==> config.mk <==
export PLATFORM = sky130hd
export DESIGN_NAME = j1b_uart
export DESIGN_NICKNAME = d
export VERILOG_FILES = /design/src/rtl/uart_pkg.sv /design/src/rtl/uart_fifo.sv /design/src/rtl/j1b_uart.sv
export SDC_FILE = /design/constraint.sdc
export NUM_CORES = 1
export LEC_CHECK = 0
export CORE_ASPECT_RATIO = 1.4
export CORE_UTILIZATION = 63
export DETAILED_ROUTE_END_ITERATION = 6
export GPL_TIMING_DRIVEN = 0
export HOLD_SLACK_MARGIN = 0.05
export PLACE_DENSITY_LB_ADDON = 0.12
export SYNTH_ARGS = -nofsm -noshare
export SYNTH_HDL_FRONTEND = slang
export SYNTH_SLANG_ARGS = --single-unit
==> constraint.sdc <==
create_clock -name clk -period 11.2 [get_ports clk]
set_clock_uncertainty 0.2 [all_clocks]
set_input_delay 1.12 -clock clk [delete_from_list [all_inputs] [get_ports clk]]
set_output_delay 1.12 -clock clk [all_outputs]
set_load 0.02 [all_outputs]
==> src/rtl/uart_pkg.sv <==
// Shared frame constants and the FSM state type used by both UART directions.
package uart_pkg;

  localparam int unsigned DATA_BITS = 8;
  localparam int unsigned STOP_BITS = 1;

  typedef enum logic [1:0] {
    StIdle,
    StStart,
    StData,
    StStop
  } uart_state_t;

endpackage

==> src/rtl/uart_fifo.sv <==
// Synchronous FIFO with simultaneous push/pop; reads back zero when empty and
// flags a dropped push with a one-cycle overrun pulse.
module uart_fifo #(
  parameter int unsigned WIDTH = 8,
  parameter int unsigned DEPTH = 16
) (
  input  logic             clk,
  input  logic             reset,
  input  logic             push,
  input  logic             pop,
  input  logic [WIDTH-1:0] din,
  output logic [WIDTH-1:0] dout,
  output logic             empty,
  output logic             full,
  output logic             overrun
);

  localparam int unsigned AW = $clog2(DEPTH);
  localparam logic [AW:0] FullCount = (AW + 1)'(DEPTH);

  logic [WIDTH-1:0] mem_q [DEPTH];
  logic [AW-1:0]    wr_ptr_q, wr_ptr_d;
  logic [AW-1:0]    rd_ptr_q, rd_ptr_d;
  logic [AW:0]      count_q, count_d;
  logic             overrun_q, overrun_d;
  logic             do_push, do_pop;

  assign empty   = (count_q == '0);
  assign full    = (count_q == FullCount);
  assign dout    = empty ? '0 : mem_q[rd_ptr_q];
  assign overrun = overrun_q;

  always_comb begin
    do_pop    = pop && !empty;
    // A pop in the same cycle frees the slot, so a push into a full FIFO still lands.
    do_push   = push && (!full || do_pop);
    wr_ptr_d  = wr_ptr_q;
    rd_ptr_d  = rd_ptr_q;
    count_d   = count_q;
    overrun_d = push && !do_push;
    if (do_push) wr_ptr_d = wr_ptr_q + AW'(1);
    if (do_pop)  rd_ptr_d = rd_ptr_q + AW'(1);
    if (do_push && !do_pop) count_d = count_q + (AW + 1)'(1);
    if (!do_push && do_pop) count_d = count_q - (AW + 1)'(1);
  end

  always_ff @(posedge clk or posedge reset) begin
    if (reset) begin
      wr_ptr_q  <= '0;
      rd_ptr_q  <= '0;
      count_q   <= '0;
      overrun_q <= 1'b0;
      for (int i = 0; i < DEPTH; i++) mem_q[i] <= '0;
    end else begin
      wr_ptr_q  <= wr_ptr_d;
      rd_ptr_q  <= rd_ptr_d;
      count_q   <= count_d;
      overrun_q <= overrun_d;
      if (do_push) mem_q[wr_ptr_q] <= din;
    end
  end

endmodule

==> src/rtl/j1b_uart.sv <==
// Buffered 8N1 UART for the j1b I/O space: TX FIFO feeding a serialiser on txd,
// and a synchronised rxd deserialiser feeding an RX FIFO read by the CPU.
module j1b_uart
  import uart_pkg::*;
#(
  parameter int unsigned CLKS_PER_BIT = 104,
  parameter int unsigned RX_DEPTH     = 16,
  parameter int unsigned TX_DEPTH     = 16
) (
  input  logic       clk,
  input  logic       reset,
  input  logic       uart0_wr,
  input  logic [7:0] uart_w,
  input  logic       uart0_rd,
  output logic       uart0_valid,
  output logic [7:0] uart0_data,
  output logic       txd,
  input  logic       rxd,
  output logic       tx_ready,
  output logic       tx_busy,
  output logic       rx_overrun,
  output logic       tx_overrun,
  output logic       rx_frame_err
);

  localparam int unsigned     BaudW    = $clog2(CLKS_PER_BIT);
  localparam logic [BaudW-1:0] BaudLast = BaudW'(CLKS_PER_BIT - 1);
  localparam logic [BaudW-1:0] BaudHalf = BaudW'(CLKS_PER_BIT / 2 - 1);
  localparam logic [2:0]       BitLast  = 3'(DATA_BITS - 1);
  localparam logic [2:0]       StopLast = 3'(STOP_BITS - 1);

  logic       tx_pop, tx_empty, tx_full;
  logic [7:0] tx_dout;
  logic       rx_push, rx_empty, rx_full_unused;

  uart_fifo #(.WIDTH(8), .DEPTH(TX_DEPTH)) u_tx_fifo (
    .clk     (clk),
    .reset   (reset),
    .push    (uart0_wr),
    .pop     (tx_pop),
    .din     (uart_w),
    .dout    (tx_dout),
    .empty   (tx_empty),
    .full    (tx_full),
    .overrun (tx_overrun)
  );

  // ---------------- TX ----------------
  uart_state_t     tx_state_q, tx_state_d;
  logic [BaudW-1:0] tx_baud_q, tx_baud_d;
  logic [2:0]       tx_bit_q, tx_bit_d;
  logic [7:0]       tx_shift_q, tx_shift_d;
  logic             txd_q, txd_d;

  assign txd      = txd_q;
  assign tx_ready = !tx_full;
  assign tx_busy  = (tx_state_q != StIdle) || !tx_empty;

  always_comb begin
    tx_state_d = tx_state_q;
    tx_baud_d  = tx_baud_q;
    tx_bit_d   = tx_bit_q;
    tx_shift_d = tx_shift_q;
    txd_d      = txd_q;
    tx_pop     = 1'b0;
    unique case (tx_state_q)
      StIdle: begin
        if (!tx_empty) begin
          tx_pop     = 1'b1;
          tx_shift_d = tx_dout;
          txd_d      = 1'b0;
          tx_baud_d  = '0;
          tx_state_d = StStart;
        end
      end
      StStart: begin
        if (tx_baud_q == BaudLast) begin
          tx_baud_d  = '0;
          tx_bit_d   = '0;
          txd_d      = tx_shift_q[0];
          tx_state_d = StData;
        end else begin
          tx_baud_d = tx_baud_q + BaudW'(1);
        end
      end
      StData: begin
        if (tx_baud_q == BaudLast) begin
          tx_baud_d = '0;
          if (tx_bit_q == BitLast) begin
            tx_bit_d   = '0;
            txd_d      = 1'b1;
            tx_state_d = StStop;
          end else begin
            tx_bit_d   = tx_bit_q + 3'd1;
            tx_shift_d = tx_shift_q >> 1;
            txd_d      = tx_shift_q[1];
          end
        end else begin
          tx_baud_d = tx_baud_q + BaudW'(1);
        end
      end
      StStop: begin
        if (tx_baud_q == BaudLast) begin
          tx_baud_d = '0;
          if (tx_bit_q != StopLast) begin
            tx_bit_d = tx_bit_q + 3'd1;
          end else if (!tx_empty) begin
            // Chain straight into the next start bit so queued bytes leave gap-free.
            tx_pop     = 1'b1;
            tx_shift_d = tx_dout;
            txd_d      = 1'b0;
            tx_state_d = StStart;
          end else begin
            tx_state_d = StIdle;
          end
        end else begin
          tx_baud_d = tx_baud_q + BaudW'(1);
        end
      end
      default: tx_state_d = StIdle;
    endcase
  end

  always_ff @(posedge clk or posedge reset) begin
    if (reset) begin
      tx_state_q <= StIdle;
      tx_baud_q  <= '0;
      tx_bit_q   <= '0;
      tx_shift_q <= '0;
      txd_q      <= 1'b1;
    end else begin
      tx_state_q <= tx_state_d;
      tx_baud_q  <= tx_baud_d;
      tx_bit_q   <= tx_bit_d;
      tx_shift_q <= tx_shift_d;
      txd_q      <= txd_d;
    end
  end

  // ---------------- RX ----------------
  logic             sync1_q, sync2_q, rx_prev_q;
  uart_state_t      rx_state_q, rx_state_d;
  logic [BaudW-1:0] rx_baud_q, rx_baud_d;
  logic [2:0]       rx_bit_q, rx_bit_d;
  logic [7:0]       rx_shift_q, rx_shift_d;
  logic             rx_brk_q, rx_brk_d;
  logic             ferr_q, ferr_d;

  assign rx_frame_err = ferr_q;
  assign uart0_valid  = !rx_empty;

  uart_fifo #(.WIDTH(8), .DEPTH(RX_DEPTH)) u_rx_fifo (
    .clk     (clk),
    .reset   (reset),
    .push    (rx_push),
    .pop     (uart0_rd),
    .din     (rx_shift_q),
    .dout    (uart0_data),
    .empty   (rx_empty),
    .full    (rx_full_unused),
    .overrun (rx_overrun)
  );

  always_comb begin
    rx_state_d = rx_state_q;
    rx_baud_d  = rx_baud_q;
    rx_bit_d   = rx_bit_q;
    rx_shift_d = rx_shift_q;
    rx_brk_d   = rx_brk_q;
    ferr_d     = 1'b0;
    rx_push    = 1'b0;
    unique case (rx_state_q)
      StIdle: begin
        if (rx_prev_q && !sync2_q) begin
          rx_baud_d  = '0;
          rx_state_d = StStart;
        end
      end
      StStart: begin
        if (rx_baud_q == BaudHalf) begin
          rx_baud_d  = '0;
          rx_bit_d   = '0;
          rx_state_d = sync2_q ? StIdle : StData;
        end else begin
          rx_baud_d = rx_baud_q + BaudW'(1);
        end
      end
      StData: begin
        if (rx_baud_q == BaudLast) begin
          rx_baud_d  = '0;
          rx_shift_d = {sync2_q, rx_shift_q[7:1]};
          if (rx_bit_q == BitLast) begin
            rx_brk_d   = 1'b0;
            rx_state_d = StStop;
          end else begin
            rx_bit_d = rx_bit_q + 3'd1;
          end
        end else begin
          rx_baud_d = rx_baud_q + BaudW'(1);
        end
      end
      StStop: begin
        if (rx_brk_q) begin
          // Hold off until the line idles so a break is not seen as a new start.
          if (sync2_q) begin
            rx_brk_d   = 1'b0;
            rx_state_d = StIdle;
          end
        end else if (rx_baud_q == BaudLast) begin
          rx_baud_d = '0;
          if (sync2_q) begin
            rx_push    = 1'b1;
            rx_state_d = StIdle;
          end else begin
            ferr_d   = 1'b1;
            rx_brk_d = 1'b1;
          end
        end else begin
          rx_baud_d = rx_baud_q + BaudW'(1);
        end
      end
      default: rx_state_d = StIdle;
    endcase
  end

  always_ff @(posedge clk or posedge reset) begin
    if (reset) begin
      sync1_q    <= 1'b1;
      sync2_q    <= 1'b1;
      rx_prev_q  <= 1'b1;
      rx_state_q <= StIdle;
      rx_baud_q  <= '0;
      rx_bit_q   <= '0;
      rx_shift_q <= '0;
      rx_brk_q   <= 1'b0;
      ferr_q     <= 1'b0;
    end else begin
      sync1_q    <= rxd;
      sync2_q    <= sync1_q;
      rx_prev_q  <= sync2_q;
      rx_state_q <= rx_state_d;
      rx_baud_q  <= rx_baud_d;
      rx_bit_q   <= rx_bit_d;
      rx_shift_q <= rx_shift_d;
      rx_brk_q   <= rx_brk_d;
      ferr_q     <= ferr_d;
    end
  end

endmodule

==> results by group <==
Outcome
  – Run status: completed

STA
  – Tightest slew margin relative to the limit: 0.229
  – Accumulated negative setup slack: 0 ns
  – Hold Fails Final Rpt: 0
  – Minimum period implied by the final worst setup slack: approximately 4.8 ns
  – Number of max-slew violations in the final report: 0
  – Timing-limited maximum frequency: roughly 210 MHz
  – Pin slew with the least headroom to its limit: 1.15 ns
  – Unrepaired setup endpoints after global routing: no
  – Final Setup Violations: 0
  – Period Utilization, post-route: 0.428

Final layout
  – Number of antenna cells inserted: 0
  – Layout cells sized above 1: 0.371
  – Design Area, Final: 0.0178 sq mm
  – Commonest cells after routing, fill and taps aside: 326 x sky130_fd_sc_hd__dfrtp_1, 263 x sky130_fd_sc_hd__mux2_2, 60 x sky130_fd_sc_hd__mux4_2
  – Final net count: 1240
  – Commonest non-fill, non-tap cell in the layout: sky130_fd_sc_hd__dfrtp_1
  – Share of the core filled with cells in the final layout: 0.718
  – Layout filler cell count: 1641
  – Growth of design area from synthesis to finish: 11.1%

Yosys
  – Sequential fraction of the synthesis area: 0.516
  – Count of different cell masters after synthesis: 68
  – Share of async-settable or async-resettable flops after synthesis: 1.00
  – Synthesized netlist cell count: 1129
  – Mapped Area: 0.0160 sq mm
  – Synthesized net count: ~1.2k
  – Post-synth EDFFs: 0
  – Yosys warns: 0
  – Count of state elements after synthesis: 330
  – Average cell area after synthesis: between 10 and 15 sq um
  – Main synth FF type: sky130_fd_sc_hd__dfrtp_1

Setup path
  – Largest driver fanout on the critical path: 10
  – Startpoint of the worst register-to-register path: tx_state_q[0]
  – Worst r2r dst: u_tx_fifo.count_q[4]
  – Start point of the critical path: u_rx_fifo.rd_ptr_q[1]
  – Worst reg2reg path depth: 11
  – Startpoint-to-endpoint class of the critical path: reg -> out
  – Worst-case register-to-register setup slack: approximately 7.4 ns
  – Critical Path End: uart0_data[2]
  – Worst EP required: 9.88 ns
  – CP Capture Type: primary output
  – CP startpoint kind: flop
  – CP Data Arrival Time: about 3.5 ns

Floorplan
  – I/O pin cnt: 28
  – Horiz. Die Dim: 137 microns
  – CORE AREA: between 0.02 and 0.025 sq mm
  – Die Span Y: ~190 microns
  – Starting density of the core: 0.646
  – Row Count: 68
  – Area of the die: about 0.026 sq mm

Routing
  – Number of detailed-route iterations in the first pass: 4
  – Total wire length: roughly 31 mm
  – Number of DRC markers in iteration 0: ~450
  – Number of vias after detailed routing: about 9.3k
  – Routed length per placed instance: approximately 21 microns
  – Final ANT Viol Nets: 0
  – DR vias/cell: 6.10
  – Final routed DRC violation total: 0

Place
  – Placed standard-cell area: between 0.015 and 0.02 sq mm
  – HPWL after detailed placement: 22.0 mm
  – PortBufs: 27
  – Weighted congestion reported at the end of routability-driven placement: 0.824

GRT
  – Overall Global Routing Usage: 0.260
  – Number of global-route vias before repair: 9915
  – Global-route congestion overflow total: 0
  – Pin count of the biggest net entering global routing: ~120
  – Wire length of the first global-routing pass: between 50 and 60 mm
  – Number of antenna violations at the first check in global routing: 0

Clocking
  – Number of buffers created by CTS: 34
  – Root Driver: sky130_fd_sc_hd__clkbuf_16
  – Clock Sink Count: 330
  – Maximum buffer depth of the clock tree: 3
  – Quantity of hold-fixing buffers added after cts: 0
  – Clock tree from TritonCTS: done
  – Clk slew on worst S/H paths: around 0.06 ns
  – CTS HTree Levels: 2
  – Setup fix buffers added after clock tree synthesis: 0
  – Count of cells resized by post-cts repair: 0
  – Insertion delay to the later sink of the worst-skew pair: 0.51 ns

Flow run
  – Max-cap violations: 0

Power and ir drop
  – Power Total: around 0.0041 W
  – Lkg Pwr: between 8 and 9 nW
  – IR Drop Worst-Case VDD: between 150 and 200 uV
  – Power density over cell area: 233 mW/mm^2

Min path
  – Worst min-delay path category: reg -> reg
-- cell families after synthesis --
kind of cell	Yosys count	synth area share
AO/OA/AOI/OAI	102	0.0400
AND/OR/NAND/NOR	186	0.0809
buffers and inverters	94	0.0277
XOR/XNOR	22	0.0120
adder cells (fa/ha/maj)	33	0.0267
flip-flops	330	0.516
multiplexers	362	0.296
-- where the power goes --
group          leakage, nW  internal (W)  switching (W)
Sequential            4.31       0.00150       0.000173
Combinational         3.46      0.000683       0.000705
Clock                0.517      0.000631       0.000446
Total                 8.29       0.00282        0.00132
-- sequential cells by signal, summed over array words and instances, names as in the netlist, 5 cells and up, named ones only --
signal,flops
rx_shift_q,8
rx_baud_q,7
u_tx_fifo.count_q,5
u_rx_fifo.mem_q,128
tx_shift_q,8
u_tx_fifo.mem_q,128
u_rx_fifo.count_q,5
tx_baud_q,7
-- Yosys cell counts (10+ instances only) --
cell | instances | area share
sky130_fd_sc_hd__a21oi_1 | 23 | 0.0072
sky130_fd_sc_hd__a22oi_1 | 12 | 0.0056
sky130_fd_sc_hd__buf_2 | 16 | 0.0050
sky130_fd_sc_hd__clkbuf_1 | 41 | 0.0096
sky130_fd_sc_hd__dfrtp_1 | 326 | 0.51
sky130_fd_sc_hd__ha_1 | 31 | 0.024
sky130_fd_sc_hd__inv_1 | 23 | 0.0054
sky130_fd_sc_hd__mux2_2 | 263 | 0.19
sky130_fd_sc_hd__mux2i_1 | 31 | 0.019
sky130_fd_sc_hd__mux4_2 | 60 | 0.084
sky130_fd_sc_hd__nand2_1 | 34 | 0.0080
sky130_fd_sc_hd__nand3_1 | 15 | 0.0047
sky130_fd_sc_hd__nand4_2 | 21 | 0.016
sky130_fd_sc_hd__nor2_1 | 18 | 0.0042
sky130_fd_sc_hd__nor2b_1 | 24 | 0.0094
sky130_fd_sc_hd__nor3_1 | 14 | 0.0044
sky130_fd_sc_hd__o21ai_0 | 26 | 0.0081
sky130_fd_sc_hd__o22ai_1 | 10 | 0.0039
sky130_fd_sc_hd__xnor2_1 | 13 | 0.0071
-- worst min path at each step --
stage	start	to	slack (ns)	cells past startpoint
2_1_floorplan	sync1_q	sync2_q	0.15	0
3_3_place_gp	sync1_q	sync2_q	0.15	0
3_5_place_dp	sync1_q	sync2_q	0.15	0
4_1_cts	sync1_q	sync2_q	0.17	0
5_1_grt	sync1_q	sync2_q	0.17	0
6_report	sync1_q	sync2_q	0.16	0
-- routing by layer --
metal / vias up / global-route usage / routed length, microns
met5: - / 0 / 0
met4: 0 / 0.0833 / 868
met3: 72 / 0.0295 / 559
met2: 132 / 0.485 / 17200
met1: 4790 / 0.308 / 12700
li1: 4304 / - / -
-- critical path, cell delays in order (launching register included) --
cell and delay (ns):
sky130_fd_sc_hd__dfrtp_1 0.35, sky130_fd_sc_hd__clkbuf_1 0.36, sky130_fd_sc_hd__clkbuf_1 0.62, sky130_fd_sc_hd__mux4_2 0.41
sky130_fd_sc_hd__mux4_2 0.49, sky130_fd_sc_hd__nor2b_1 0.15, sky130_fd_sc_hd__clkdlybuf4s50_1 0.58
-- layout make-up --
cell class,count,area [sq um],share of cell area
inverter,23,93.8,0.00528
clock buffer,46,977,0.0550
clock inverter,6,65.1,0.00366
multi-input combinational,705,7300,0.411
sequential,330,8260,0.465
tap,315,394,0.0222
buffer,71,357,0.0201
timing repair buffer,29,325,0.0183
-- per-stage QoR --
step	hold slack (ns)	std cells	setup slack (ns)
5_1_grt	0.172	1525	6.31
3_5_place_dp	0.147	1473	6.66
2_1_floorplan	0.145	1129	0.747
3_3_place_gp	0.148	1471	-3.13
4_1_cts	0.167	1525	6.38
6_report	0.162	1525	6.41
Note: power is estimated with default switching activity, not from simulation.
